$ cat src/rtl/uart_rx_cfg.sv
`default_nettype none
// ============================================================================
//  Module   : uart_rx_cfg
//  Brief    : Parametrised UART receiver. It handles 5-9 data bits, optional
//             odd/even parity and 1 or 2 stop bits. It has an input
//             synchroniser and reports parity and framing errors.
//  Revision : 1.0 - initial release
// ============================================================================
module uart_rx_cfg #(
  parameter int CLKS_PER_BIT = 217,  // clock cycles per bit, >= 4
  parameter int DATA_BITS    = 8,    // 5..9, LSB first
  parameter int PARITY_MODE  = 0,    // 0 none, 1 odd, 2 even
  parameter int STOP_BITS    = 1,    // 1 or 2
  parameter int SYNC_STAGES  = 2     // >= 2
) (
  input  logic                 i_Clock,
  input  logic                 i_Rst_n,
  input  logic                 i_RX_Serial,
  output logic                 o_RX_DV,
  output logic [DATA_BITS-1:0] o_RX_Byte,
  output logic                 o_Parity_Err,
  output logic                 o_Frame_Err,
  output logic                 o_Busy
);

  localparam int CNT_W = $clog2(CLKS_PER_BIT);
  // Wide enough to index up to 9 data bits or 2 stop bits.
  localparam int IDX_W = 4;

  localparam logic [CNT_W-1:0] c_half      = CNT_W'((CLKS_PER_BIT - 1) / 2);
  localparam logic [CNT_W-1:0] c_last      = CNT_W'(CLKS_PER_BIT - 1);
  localparam logic [IDX_W-1:0] c_data_last = IDX_W'(DATA_BITS - 1);
  localparam logic [IDX_W-1:0] c_stop_last = IDX_W'(STOP_BITS - 1);

  typedef enum logic [2:0] {
    S_IDLE      = 3'd0,
    S_START     = 3'd1,
    S_DATA      = 3'd2,
    S_PARITY    = 3'd3,
    S_STOP      = 3'd4,
    S_WAIT_IDLE = 3'd5
  } state_t;

  // --------------------------------------------------------------------------
  // Input synchroniser
  // --------------------------------------------------------------------------
  logic [SYNC_STAGES-1:0] sync_q;
  logic                   rx_sync;

  // Shift the asynchronous line through the synchroniser. Reset loads 1
  // (idle line) so that reset cannot fake a start bit.
  always_ff @(posedge i_Clock) begin
    if (!i_Rst_n) begin
      sync_q <= '1;
    end else begin
      sync_q <= {sync_q[SYNC_STAGES-2:0], i_RX_Serial};
    end
  end

  assign rx_sync = sync_q[SYNC_STAGES-1];

  // --------------------------------------------------------------------------
  // Receive state machine
  // --------------------------------------------------------------------------
  state_t                 state_q, state_d;
  logic [CNT_W-1:0]       cnt_q, cnt_d;
  logic [IDX_W-1:0]       idx_q, idx_d;
  logic [DATA_BITS-1:0]   shreg_q, shreg_d;
  logic                   perr_q, perr_d;       // parity error of frame in flight
  logic                   ferr_q, ferr_d;       // stop-bit error of frame in flight
  logic                   dv_q, dv_d;
  logic [DATA_BITS-1:0]   byte_q, byte_d;
  logic                   perr_out_q, perr_out_d;
  logic                   ferr_out_q, ferr_out_d;

  logic                   par_xor;              // XOR of data bits and sampled parity bit
  logic                   ferr_now;             // frame error including current stop sample

  assign par_xor  = (^shreg_q) ^ rx_sync;
  assign ferr_now = ferr_q | ~rx_sync;

  // Next-state, sampling and output-update logic.
  always_comb begin
    state_d    = state_q;
    cnt_d      = cnt_q;
    idx_d      = idx_q;
    shreg_d    = shreg_q;
    perr_d     = perr_q;
    ferr_d     = ferr_q;
    dv_d       = 1'b0;
    byte_d     = byte_q;
    perr_out_d = perr_out_q;
    ferr_out_d = ferr_out_q;

    case (state_q)
      S_IDLE: begin
        cnt_d  = '0;
        idx_d  = '0;
        perr_d = 1'b0;
        ferr_d = 1'b0;
        if (!rx_sync) begin
          state_d = S_START;
        end
      end

      // Re-check the line at the middle of the start bit. This rejects
      // glitches that are shorter than half a bit.
      S_START: begin
        if (cnt_q == c_half) begin
          cnt_d   = '0;
          state_d = rx_sync ? S_IDLE : S_DATA;
        end else begin
          cnt_d = cnt_q + 1'b1;
        end
      end

      S_DATA: begin
        if (cnt_q == c_last) begin
          cnt_d = '0;
          for (int i = 0; i < DATA_BITS; i++) begin
            if (idx_q == IDX_W'(i)) begin
              shreg_d[i] = rx_sync;
            end
          end
          if (idx_q == c_data_last) begin
            idx_d   = '0;
            state_d = (PARITY_MODE != 0) ? S_PARITY : S_STOP;
          end else begin
            idx_d = idx_q + 1'b1;
          end
        end else begin
          cnt_d = cnt_q + 1'b1;
        end
      end

      // Odd parity expects an odd total count of ones. Even parity expects
      // an even total count.
      S_PARITY: begin
        if (cnt_q == c_last) begin
          cnt_d   = '0;
          idx_d   = '0;
          perr_d  = (PARITY_MODE == 1) ? ~par_xor : par_xor;
          state_d = S_STOP;
        end else begin
          cnt_d = cnt_q + 1'b1;
        end
      end

      // The clock edge that takes the last stop sample also registers the
      // strobe. The word and the flags become visible together in the next
      // cycle.
      S_STOP: begin
        if (cnt_q == c_last) begin
          cnt_d  = '0;
          ferr_d = ferr_now;
          if (idx_q == c_stop_last) begin
            idx_d      = '0;
            dv_d       = 1'b1;
            byte_d     = shreg_q;
            perr_out_d = perr_q;
            ferr_out_d = ferr_now;
            state_d    = ferr_now ? S_WAIT_IDLE : S_IDLE;
          end else begin
            idx_d = idx_q + 1'b1;
          end
        end else begin
          cnt_d = cnt_q + 1'b1;
        end
      end

      // Hold off while a break or a stuck-low line is present. This stops
      // the receiver from starting a new frame on it.
      S_WAIT_IDLE: begin
        cnt_d = '0;
        idx_d = '0;
        if (rx_sync) begin
          state_d = S_IDLE;
        end
      end

      default: begin
        state_d = S_IDLE;
        cnt_d   = '0;
        idx_d   = '0;
      end
    endcase
  end

  // State and datapath registers. Reset aborts any frame and clears the
  // held outputs.
  always_ff @(posedge i_Clock) begin
    if (!i_Rst_n) begin
      state_q    <= S_IDLE;
      cnt_q      <= '0;
      idx_q      <= '0;
      shreg_q    <= '0;
      perr_q     <= 1'b0;
      ferr_q     <= 1'b0;
      dv_q       <= 1'b0;
      byte_q     <= '0;
      perr_out_q <= 1'b0;
      ferr_out_q <= 1'b0;
    end else begin
      state_q    <= state_d;
      cnt_q      <= cnt_d;
      idx_q      <= idx_d;
      shreg_q    <= shreg_d;
      perr_q     <= perr_d;
      ferr_q     <= ferr_d;
      dv_q       <= dv_d;
      byte_q     <= byte_d;
      perr_out_q <= perr_out_d;
      ferr_out_q <= ferr_out_d;
    end
  end

  assign o_RX_DV      = dv_q;
  assign o_RX_Byte    = byte_q;
  assign o_Parity_Err = perr_out_q;
  assign o_Frame_Err  = ferr_out_q;
  assign o_Busy       = (state_q != S_IDLE);

endmodule
`default_nettype wire

$ cat config.mk
export PLATFORM = sky130hd
export DESIGN_NAME = uart_rx_cfg
export DESIGN_NICKNAME = d
export VERILOG_FILES = /design/src/rtl/uart_rx_cfg.sv
export SDC_FILE = /design/constraint.sdc
export NUM_CORES = 1
export LEC_CHECK = 0
export CORE_ASPECT_RATIO = 1.5
export CORE_UTILIZATION = 51
export DETAILED_ROUTE_END_ITERATION = 8
export GPL_TIMING_DRIVEN = 0
export PLACE_DENSITY = 0.74
export SLEW_MARGIN = 0
export SYNTH_ARGS = -nofsm -noshare
export SYNTH_HDL_FRONTEND = slang
export SYNTH_SLANG_ARGS = --single-unit
$ cat constraint.sdc
create_clock -name i_Clock -period 2.04 [get_ports i_Clock]
set_clock_uncertainty 0.2 [all_clocks]
set_input_delay 0.408 -clock i_Clock [delete_from_list [all_inputs] [get_ports i_Clock]]
set_output_delay 0.408 -clock i_Clock [all_outputs]
set_load 0.005 [all_outputs]
-- After elaboration in Yosys (flattened, before gate mapping)
Cells that the tools add are included.
- bits in registers: 38
- input bits: 3
- output and inout port bits: 12
- word-level logic and storage cells: 92
- $add $sub $neg: 2
- eq/ne operators: 22
- muxes and demuxes: 25
- bitwise gates (word level): 4
- reductions and logical operators: 21
- operators with widths (kind ; count):
    3-bit AND reduction ; 10
    3-bit two-way mux ; 9
    4-bit two-way mux ; 5
    3-bit one-hot mux with 6 select lines ; 1
    4-bit by 3-bit == test with 1-bit output (second input constant) ; 4
    8-bit two-way mux ; 2
    2-bit != test (second input constant) ; 8
    4-bit one-hot mux with 4 select lines ; 1
    8-bit one-hot mux with 2 select lines ; 1
    8-bit by 1-bit adder with 8-bit output (second input constant) ; 1
    4-bit by 2-bit == test with 1-bit output (second input constant) ; 2
    8-bit by 7-bit == test with 1-bit output (second input constant) ; 1
    8-bit == test (second input constant) ; 1
    8-bit AND reduction ; 1
    8-bit parity ; 1
    3-bit by 2-bit == test with 1-bit output (second input constant) ; 2
    3-bit == test (second input constant) ; 2
    4-bit by 1-bit adder with 4-bit output (second input constant) ; 1
    4-bit by 1-bit == test with 1-bit output (second input constant) ; 1
    4-bit zero test ; 1
    1-bit one-hot mux with 2 select lines ; 2
    2-bit AND reduction ; 2
    4-bit AND reduction ; 1
    2-bit nonzero test ; 2
    other kinds (9) ; 12

-- Logic depth before layout (Yosys ltp)
Gate-level depths: netlist of run 1.
- word-level depth: 6
- gate-level depth with buffers: 8
- gate-level depth less buffers: 7

-- Worst setup path before layout of run 1
OpenSTA, ideal clock, no wires.
- path type: reg-to-reg
- start point: reg state_q[1]
- end point: reg idx_q[3]
- setup time: 74 ps
- data arrival time: 1852 ps
- required time: 1766 ps
- setup slack: -86 ps
- cell stages (with the launch flop): 7
- buffers on the path: 1
- clock period less this slack: 2126 ps
- path through: dfxtp_1 buf_6 or3b_4 o21ba_4 or2_0 or4_1 a31oi_1
- longest elaborated chain between the ends: 3
- elaborated cells between the ends (all ways): 10
- those cells by class: eq/ne (7); mux (1); bitwise (1); reduce/logical (1)
- RTL lines (element ; RTL line ; source):
    from (decl) ; 65 ; state_t state_q, state_d;
    from (signal assigned) ; 204 ; state_q <= state_d;
    3-bit by 2-bit == test with 1-bit output (tied with other cells) ; 95 ; case (state_q)
    2-bit != test (no line) or 1-bit NOT (tied branches) ; n/a ;
    4-bit AND reduction (no line) ; n/a ;
    to (signal assigned) ; 206 ; idx_q <= idx_d;
    to (decl) ; 67 ; logic [IDX_W-1:0] idx_q, idx_d;
Parallel ways exist; a longest one is shown, timed or not.
A chain may end at the register's enable or synchronous reset.

-- Worst setup path in the final report of run 1
Ends and elaborated chain as after synthesis.

==> results of run 1 <==
-- cell families (layout without fill, tap and decap cells) --
logic type	after synthesis	after routing	synth area share
and+or+nand+nor	90	90	0.257
DFF	38	38	0.417
muxes	20	20	0.111
AOI/OAI and AO/OA	17	17	0.0638
buffers and inverters	15	50	0.0391
xor gates and xnor gates	13	13	0.0700
adders and majority gates	6	6	0.0412
-- routing by layer --
metal / wire length [microns] / track usage
met1: 1550 / 0.226
met2: 2300 / 0.396
met3: 129 / 0.0465
met4: 74 / 0.0833
met5: 0 / 0
-- state kept, by name, summed over array words and instances (netlist names) --
| name | cells |
|---|---|
| cnt_q | 8 |
| o_RX_Byte | 8 |
| shreg_q | 8 |
| idx_q | 4 |
| state_q | 3 |
| sync_q | 2 |
| ferr_q | 1 |
| o_Frame_Err | 1 |
| o_Parity_Err | 1 |
| o_RX_DV | 1 |
| perr_q | 1 |
-- cell usage in the layout (no fill, tap or decap), types with 3 or more instances in the layout --
master            n
nor2_1           39
dfxtp_1          32
mux2i_1          18
clkdlybuf4s50_1  13
buf_4            12
nand4_1          10
nand2_1           9
xor2_1            7
clkbuf_8          6
a21oi_1           5
xnor2_1           5
dfxtp_4           5
inv_2             4
nand3_1           4
ha_1              4
buf_6             3
inv_1             3
clkbuf_1          3
o21ai_0           3
-- worst max path at each step --
stage	endpoint	from	slack, ns
2_1_floorplan	state_q[2]	cnt_q[0]	0.006
3_3_place_gp	shreg_q[4]	cnt_q[0]	-0.21
3_5_place_dp	cnt_q[4]	cnt_q[0]	-0.27
4_1_cts	idx_q[3]	state_q[1]	-0.06
5_1_grt	state_q[2]	state_q[1]	-0.09
6_report	idx_q[3]	state_q[1]	-0.02
-- synth_stat cells --
master / instances / area [sq um]
a2111o_1: 1 / 11.3
a21oi_1: 6 / 30.0
a31o_1: 1 / 8.76
a31oi_1: 1 / 6.26
and2_1: 1 / 6.26
and3_1: 3 / 18.8
and4_1: 2 / 17.5
buf_1: 1 / 3.75
buf_6: 2 / 22.5
clkbuf_1: 5 / 18.8
dfxtp_1: 38 / 761
ha_1: 6 / 75.1
inv_1: 7 / 26.3
mux2_1: 2 / 22.5
mux2i_1: 18 / 180
nand2_1: 9 / 33.8
nand2b_1: 2 / 12.5
nand3_1: 4 / 20.0
nand3b_1: 1 / 7.51
nand4_1: 10 / 62.6
nand4b_1: 1 / 8.76
nor2_1: 39 / 146
nor2b_1: 4 / 25.0
nor3_1: 1 / 5.00
nor3b_1: 2 / 15.0
nor3b_2: 1 / 12.5
nor4bb_1: 1 / 10.0
o211a_1: 1 / 10.0
o21ai_0: 3 / 15.0
o21ai_1: 2 / 10.0
o21ba_4: 1 / 16.3
o221ai_1: 1 / 8.76
or2_0: 1 / 6.26
or3_1: 3 / 18.8
or3b_1: 1 / 8.76
or3b_4: 1 / 11.3
or4_1: 3 / 22.5
xnor2_1: 5 / 43.8
xnor3_1: 1 / 22.5
xor2_1: 7 / 61.3
-- worst register-to-register path: cells and delay by family, from the launching register on --
kind | cells | cell delay (ns)
flip-flops | 1 | 0.36
AND/OR/NAND/NOR | 3 | 1.04
AO/OA/AOI/OAI | 2 | 0.39
-- where the power goes --
group | internal (W) | leakage [nW] | switching [W] | total [W]
Combinational | 0.000200 | 0.656 | 0.000222 | 0.000422
Sequential | 0.000761 | 0.311 | 0.0000220 | 0.000783
Clock | 0.000360 | 0.0579 | 0.000267 | 0.000627
-- metrics by stage --
| stage | instances | worst slack [ns] | utilization | setup TNS (ns) | hold WS (ns) |
|---|---|---|---|---|---|
| 3_5_place_dp | 255 | -0.268 | 0.598 | -5.73 | 0.202 |
| 4_1_cts | 269 | -0.0612 | 0.663 | -0.155 | 0.220 |
| 2_1_floorplan | 199 | 0.00567 | - | 0 | 0.186 |
| 3_3_place_gp | 255 | -0.213 | 0.598 | -4.35 | 0.194 |
| 6_report | 276 | -0.0162 | 0.700 | -0.0162 | 0.214 |
| 5_1_grt | 276 | -0.0870 | 0.700 | -0.360 | 0.233 |
-- final cells by class --
class                           instances  area (sq um)  share of cell area
Multi-Input combinational cell        146          1100               0.460
Sequential cell                        38           781               0.326
Timing Repair Buffer                   28           265               0.111
Clock buffer                            5          68.8              0.0288
Buffer                                  7          58.8              0.0246
Tap cell                               42          52.6              0.0220
Clock inverter                          3          40.0              0.0167
Inverter                                7          26.3              0.0110
-- what timing repair did --
action | in CTS | in global routing
hold buffers | 0 | 0
pin swaps | 7 | 13
setup buffers | 6 | 7
resized for setup | 22 | 24
gates cloned | 0 | 1
setup endpoints to repair | 34 | 32
==> run_results.csv, run 1 <==
group,metric,value,unit
synthesis,avgSynthCellArea,9.16,sq um
route,routed_wl,4.05,mm
worst_hold_path,holdPathStages,1,
worst_setup_path,cp_max_fo,5,
floorplanning,die_h,75.2,microns
clocking,cts_buffers,5,
sta,min_period_over_period,1.01,
sta,rsz0062_at_grt,"yes",
route,post_drt_wl_per_cell,14.7,microns
outcome,status,"complete, but fails checks",
route,drt_iter0_markers,37,
route,route.antenna.remaining_nets,0,
sta,finalCriticalPeriod,2.06,ns
placement,portBuffers,14,
floorplanning,initial_core_util,0.534,
sta,setup_ws,-0.0162,ns
synthesis,ys_ff_latch,38,
worst_setup_path,r2r_end,"idx_q[3]",
worst_setup_path,critPathTopFamily,"simple AND/OR/NAND/NOR gates",
layout,stdcell_area,2390,sq um
worst_setup_path,cp.buffers_inverters,0,
grt,grt_max_degree,13,
sta,drv_slew,0,
synthesis,seq_area_frac_synth,0.417,
floorplanning,pin_count,15,
layout,final_layout_size_suffix_gt1_frac,0.239,
worst_hold_path,hold_class,"reg -> reg",
clocking,clk_pin_slew,0.07,ns
worst_setup_path,crit_required,2.06,ns
sta,max_freq,486,MHz
floorplanning,die_w,50.8,microns
worst_setup_path,reg2regPathDepth,5,
worst_hold_path,hold_end,"sync_q[1]",
clocking,cts_sinks,38,
worst_setup_path,slowest_delay,0.42,ns
grt,grt_pass1_wl,6.02,mm
route,routed-via-count,1554,
worst_setup_path,critical_path.cell_chain,"or3b_4 > o21ba_4 > or2_0 > or4_1 > a31oi_1",
outcome,violations,"negative setup slack",
worst_setup_path,critPathKind,"reg -> reg",
floorplanning,die_area,3820,sq um
sta,worstMarginPinSlew,0.461,ns
worst_setup_path,cp-start-kind,"flop",
route,vias_per_cell,5.63,
route,drt_first_pass_iters,4,
sta,setup_violations,1,
grt,antenna_found_initial,0,
worst_setup_path,crit_arrival,2.07,ns
worst_setup_path,critPathCaptureType,"flop",
worst_setup_path,crit_path_top_delay_cell,"or3b_4",
synthesis,syn_nets,208,
power_and_ir_drop,leakagePower,1.03,nW
placement,place_area,2040,sq um
layout,area_delta_synth_final,31.2,%
clocking,cts_tree,"built",
grt,overflow,0,
clocking,clock_latency,0.29,ns
clocking,root_buffer,"clkbuf_8",
power_and_ir_drop,total_power,0.00183,W
layout,fillers,250,
power_and_ir_drop,peakVddDrop,779,uV
worst_hold_path,worstHoldStart,"sync_q[0]",
placement,dp_hpwl,2.57,mm
route,drc_errors,0,
worst_setup_path,path_depth,5,
clocking,htreeDepth,2,
clocking,clk_path_buf_depth,2,
sta,slew_headroom,0.692,
floorplanning,core_area,3420,sq um
synthesis,netlist_area,1820,sq um
grt,grtUsageTotal,0.211,
placement,gp_congestion,0.845,
worst_setup_path,regToRegSetupSlack,-0.02,ns
layout,nNetsFinal,242,
grt,first_global_vias,1378,
floorplanning,rows,26,
worst_setup_path,r2r_start,"state_q[1]",
synthesis,ys_warn_count,0,
synthesis,postSynthCellCount,199,
job,maxCapViolCount,0,
power_and_ir_drop,power_density,766,nW/um^2
sta,finalHoldViolations,0,
synthesis,synth_cell_types,40,
layout,antenna_cells,0,
No activity file was read; power rests on OpenSTA's default activity.
==> inputs of run 2 (changes only) <==
- ABC_AREA: default -> 0
==> results of run 2 <==
No change in the layout: final DEF, timing and power equal those of run 1.
==> inputs of run 3 (changes only) <==
- CORE_UTILIZATION: 51 -> 61
- PLACE_DENSITY: 0.74 -> 0.83
- RECOVER_POWER: default -> 25
- SKIP_LAST_GASP: default -> 1
- clock period: 2.04 -> 2.59 ns (I/O delays scaled with it)
==> run 3 against run 2 <==
Compared with the run above:
- the run now ends clean
- combinational power shrank 37%
- cell area shrank 11%
- sequential share of layout area increased by 3.2 points
- first-iteration DRC count decreased by 14%
==> run_results.csv, run 3 (synthesis results as in run 1) <==
group,metric,value,unit
worst_setup_path,critPathKind,"reg -> out",
sta,worstMarginPinSlew,0.622,ns
layout,nNetsFinal,229,
clocking,postCtsSetupBuffers,0,
power_and_ir_drop,p_comb_frac,0.195,
floorplanning,rows,23,
job,maxCapViolCount,0,
placement,portBuffers,14,
floorplanning,die_w,46.6,microns
sta,drv_slew,0,
floorplanning,die_h,69.0,microns
worst_setup_path,critPathTopFamily,"buffers and inverters",
clocking,root_buffer,"clkbuf_8",
worst_setup_path,cp.buffers_inverters,2,
grt,grt_max_degree,13,
power_and_ir_drop,leakagePower,0.945,nW
route,routed-via-count,1470,
grt,grt_pass1_wl,5.78,mm
grt,first_global_vias,1401,
sta,max_freq,400,MHz
route,drt_first_pass_iters,4,
worst_hold_path,worstHoldStart,"sync_q[0]",
route,drc_errors,0,
clocking,clk_pin_slew,0.07,ns
placement,dp_hpwl,2.77,mm
worst_hold_path,hold_class,"reg -> reg",
floorplanning,pin_count,15,
worst_setup_path,critical_path.cell_chain,"clkbuf_1 > or3_1 > clkdlybuf4s50_1",
power_and_ir_drop,total_power,0.00137,W
outcome,status,"finished, final reports clean",
clocking,clk_path_buf_depth,2,
clocking,cts_buffers,5,
layout,final_layout_size_suffix_gt1_frac,0.0679,
layout,fillers,209,
clocking,clock_latency,0.29,ns
route,vias_per_cell,5.70,
power_and_ir_drop,switching_power,0.000372,W
grt,grtUsageTotal,0.258,
floorplanning,core_area,2760,sq um
power_and_ir_drop,peakVddDrop,701,uV
worst_setup_path,slowest_delay,0.48,ns
worst_setup_path,critPathCaptureType,"output pin",
layout,area_delta_synth_final,16.4,%
grt,overflow,0,
worst_setup_path,r2r_start,"cnt_q[0]",
route,drt_iter0_markers,32,
power_and_ir_drop,sequentialPowerShare,0.450,
worst_setup_path,crit_start,"state_q[0]",
sta,setup_violations,0,
route,routed_wl,3.67,mm
clocking,cts_tree,"built",
layout,final_common_cell,"nor2_1",
clocking,cts_sinks,38,
sta,hold_ws,0.215,ns
power_and_ir_drop,clockPowerShare,0.355,
placement,gp_congestion,0.885,
clocking,htreeDepth,2,
worst_setup_path,crit_required,1.87,ns
sta,finalHoldViolations,0,
worst_setup_path,cp_max_fo,10,
layout,multiInputGateArea,993,sq um
sta,min_period_over_period,0.966,
layout,antenna_cells,0,
layout,final_cell_mix,"nor2_1, dfxtp_1, mux2i_1, nand4_1, dlygate4sd3_1",
sta,finalCriticalPeriod,2.50,ns
worst_setup_path,crit_path_top_delay_cell,"or3_1",
route,post_drt_wl_per_cell,14.2,microns
route,route.antenna.remaining_nets,0,
layout,ff_latch_area,761,sq um
worst_setup_path,crit_arrival,1.78,ns
floorplanning,initial_core_util,0.660,
sta,slew_headroom,0.586,
grt,antenna_found_initial,0,
power_and_ir_drop,p_int,0.000998,W
power_and_ir_drop,power_density,645,nW/um^2
floorplanning,die_area,3220,sq um
worst_setup_path,cp-start-kind,"flop",
power_and_ir_drop,swShare,0.271,
-- run 3: changes by cell type in the layout (fill, tap and decap cells not counted), moves of 4 or more --
cell,change
inv_2,-4
inv_1,+4
clkdlybuf4s50_1,-9
dfxtp_1,+6
dfxtp_4,-5
dlygate4sd3_1,+10
buf_4,-12
-- run 3: repair_timing --
action                     in CTS  in global routing
setup endpoints to repair       0                 10
gates resized for setup         0                  3
hold buffers                    0                  0
-- run 3: power by group through the flow --
| stage | clock network [W] | logic (W) | registers, W |
|---|---|---|---|
| 2_1_floorplan | 0 | 0.000194 | 0.000625 |
| 3_3_place_gp | 0 | 0.000252 | 0.000628 |
| 3_5_place_dp | 0 | 0.000266 | 0.000630 |
| 4_1_cts | 0.000501 | 0.000267 | 0.000616 |
| 5_1_grt | 0.000520 | 0.000292 | 0.000618 |
| 6_report | 0.000486 | 0.000267 | 0.000616 |
-- run 3: final cells by class --
type	count	share of cell area
multi-input cells	146	0.468
repair buffers	14	0.0660
well taps	37	0.0218
clock buffers	5	0.0324
clock inverters	3	0.0189
plain buffers	8	0.0218
inverters	7	0.0124
flip-flops and latches	38	0.358
-- run 3: stage by stage --
| stage | setup WS (ns) | std cells | setup TNS, ns | util | area [sq um] |
|---|---|---|---|---|---|
| detailed placement | 0.208 | 250 | 0 | 0.727 | 2010 |
| global placement | 0.263 | 250 | 0 | 0.727 | 2010 |
| global route | -0.0159 | 258 | -0.0159 | 0.768 | 2120 |
| CTS | 0.0720 | 258 | 0 | 0.767 | 2120 |
| floorplan | 0.464 | 199 | 0 | - | 1820 |
| finish | 0.0887 | 258 | 0 | 0.768 | 2120 |
-- run 3: final timing paths --
| path | endpoint | depth (start not counted) | slack [ns] |
|---|---|---|---|
| worst min register to register | sync_q[1] | 1 | 0.22 |
| worst max register to register | state_q[2] | 7 | 0.21 |
| worst max-delay path | o_Busy | 3 | 0.09 |
| worst min-delay path | sync_q[1] | 1 | 0.22 |
-- run 3: per-layer routing --
| layer | share of wire | GRT usage | wire length [microns] | up-vias |
|---|---|---|---|---|
| li1 | - | - | - | 728 |
| met1 | 0.37 | 0.237 | 1360 | 694 |
| met2 | 0.55 | 0.465 | 2030 | 38 |
| met3 | 0.042 | 0.0703 | 153 | 10 |
| met4 | 0.032 | 0.182 | 119 | 0 |
| met5 | 0 | 0 | 0 | - |
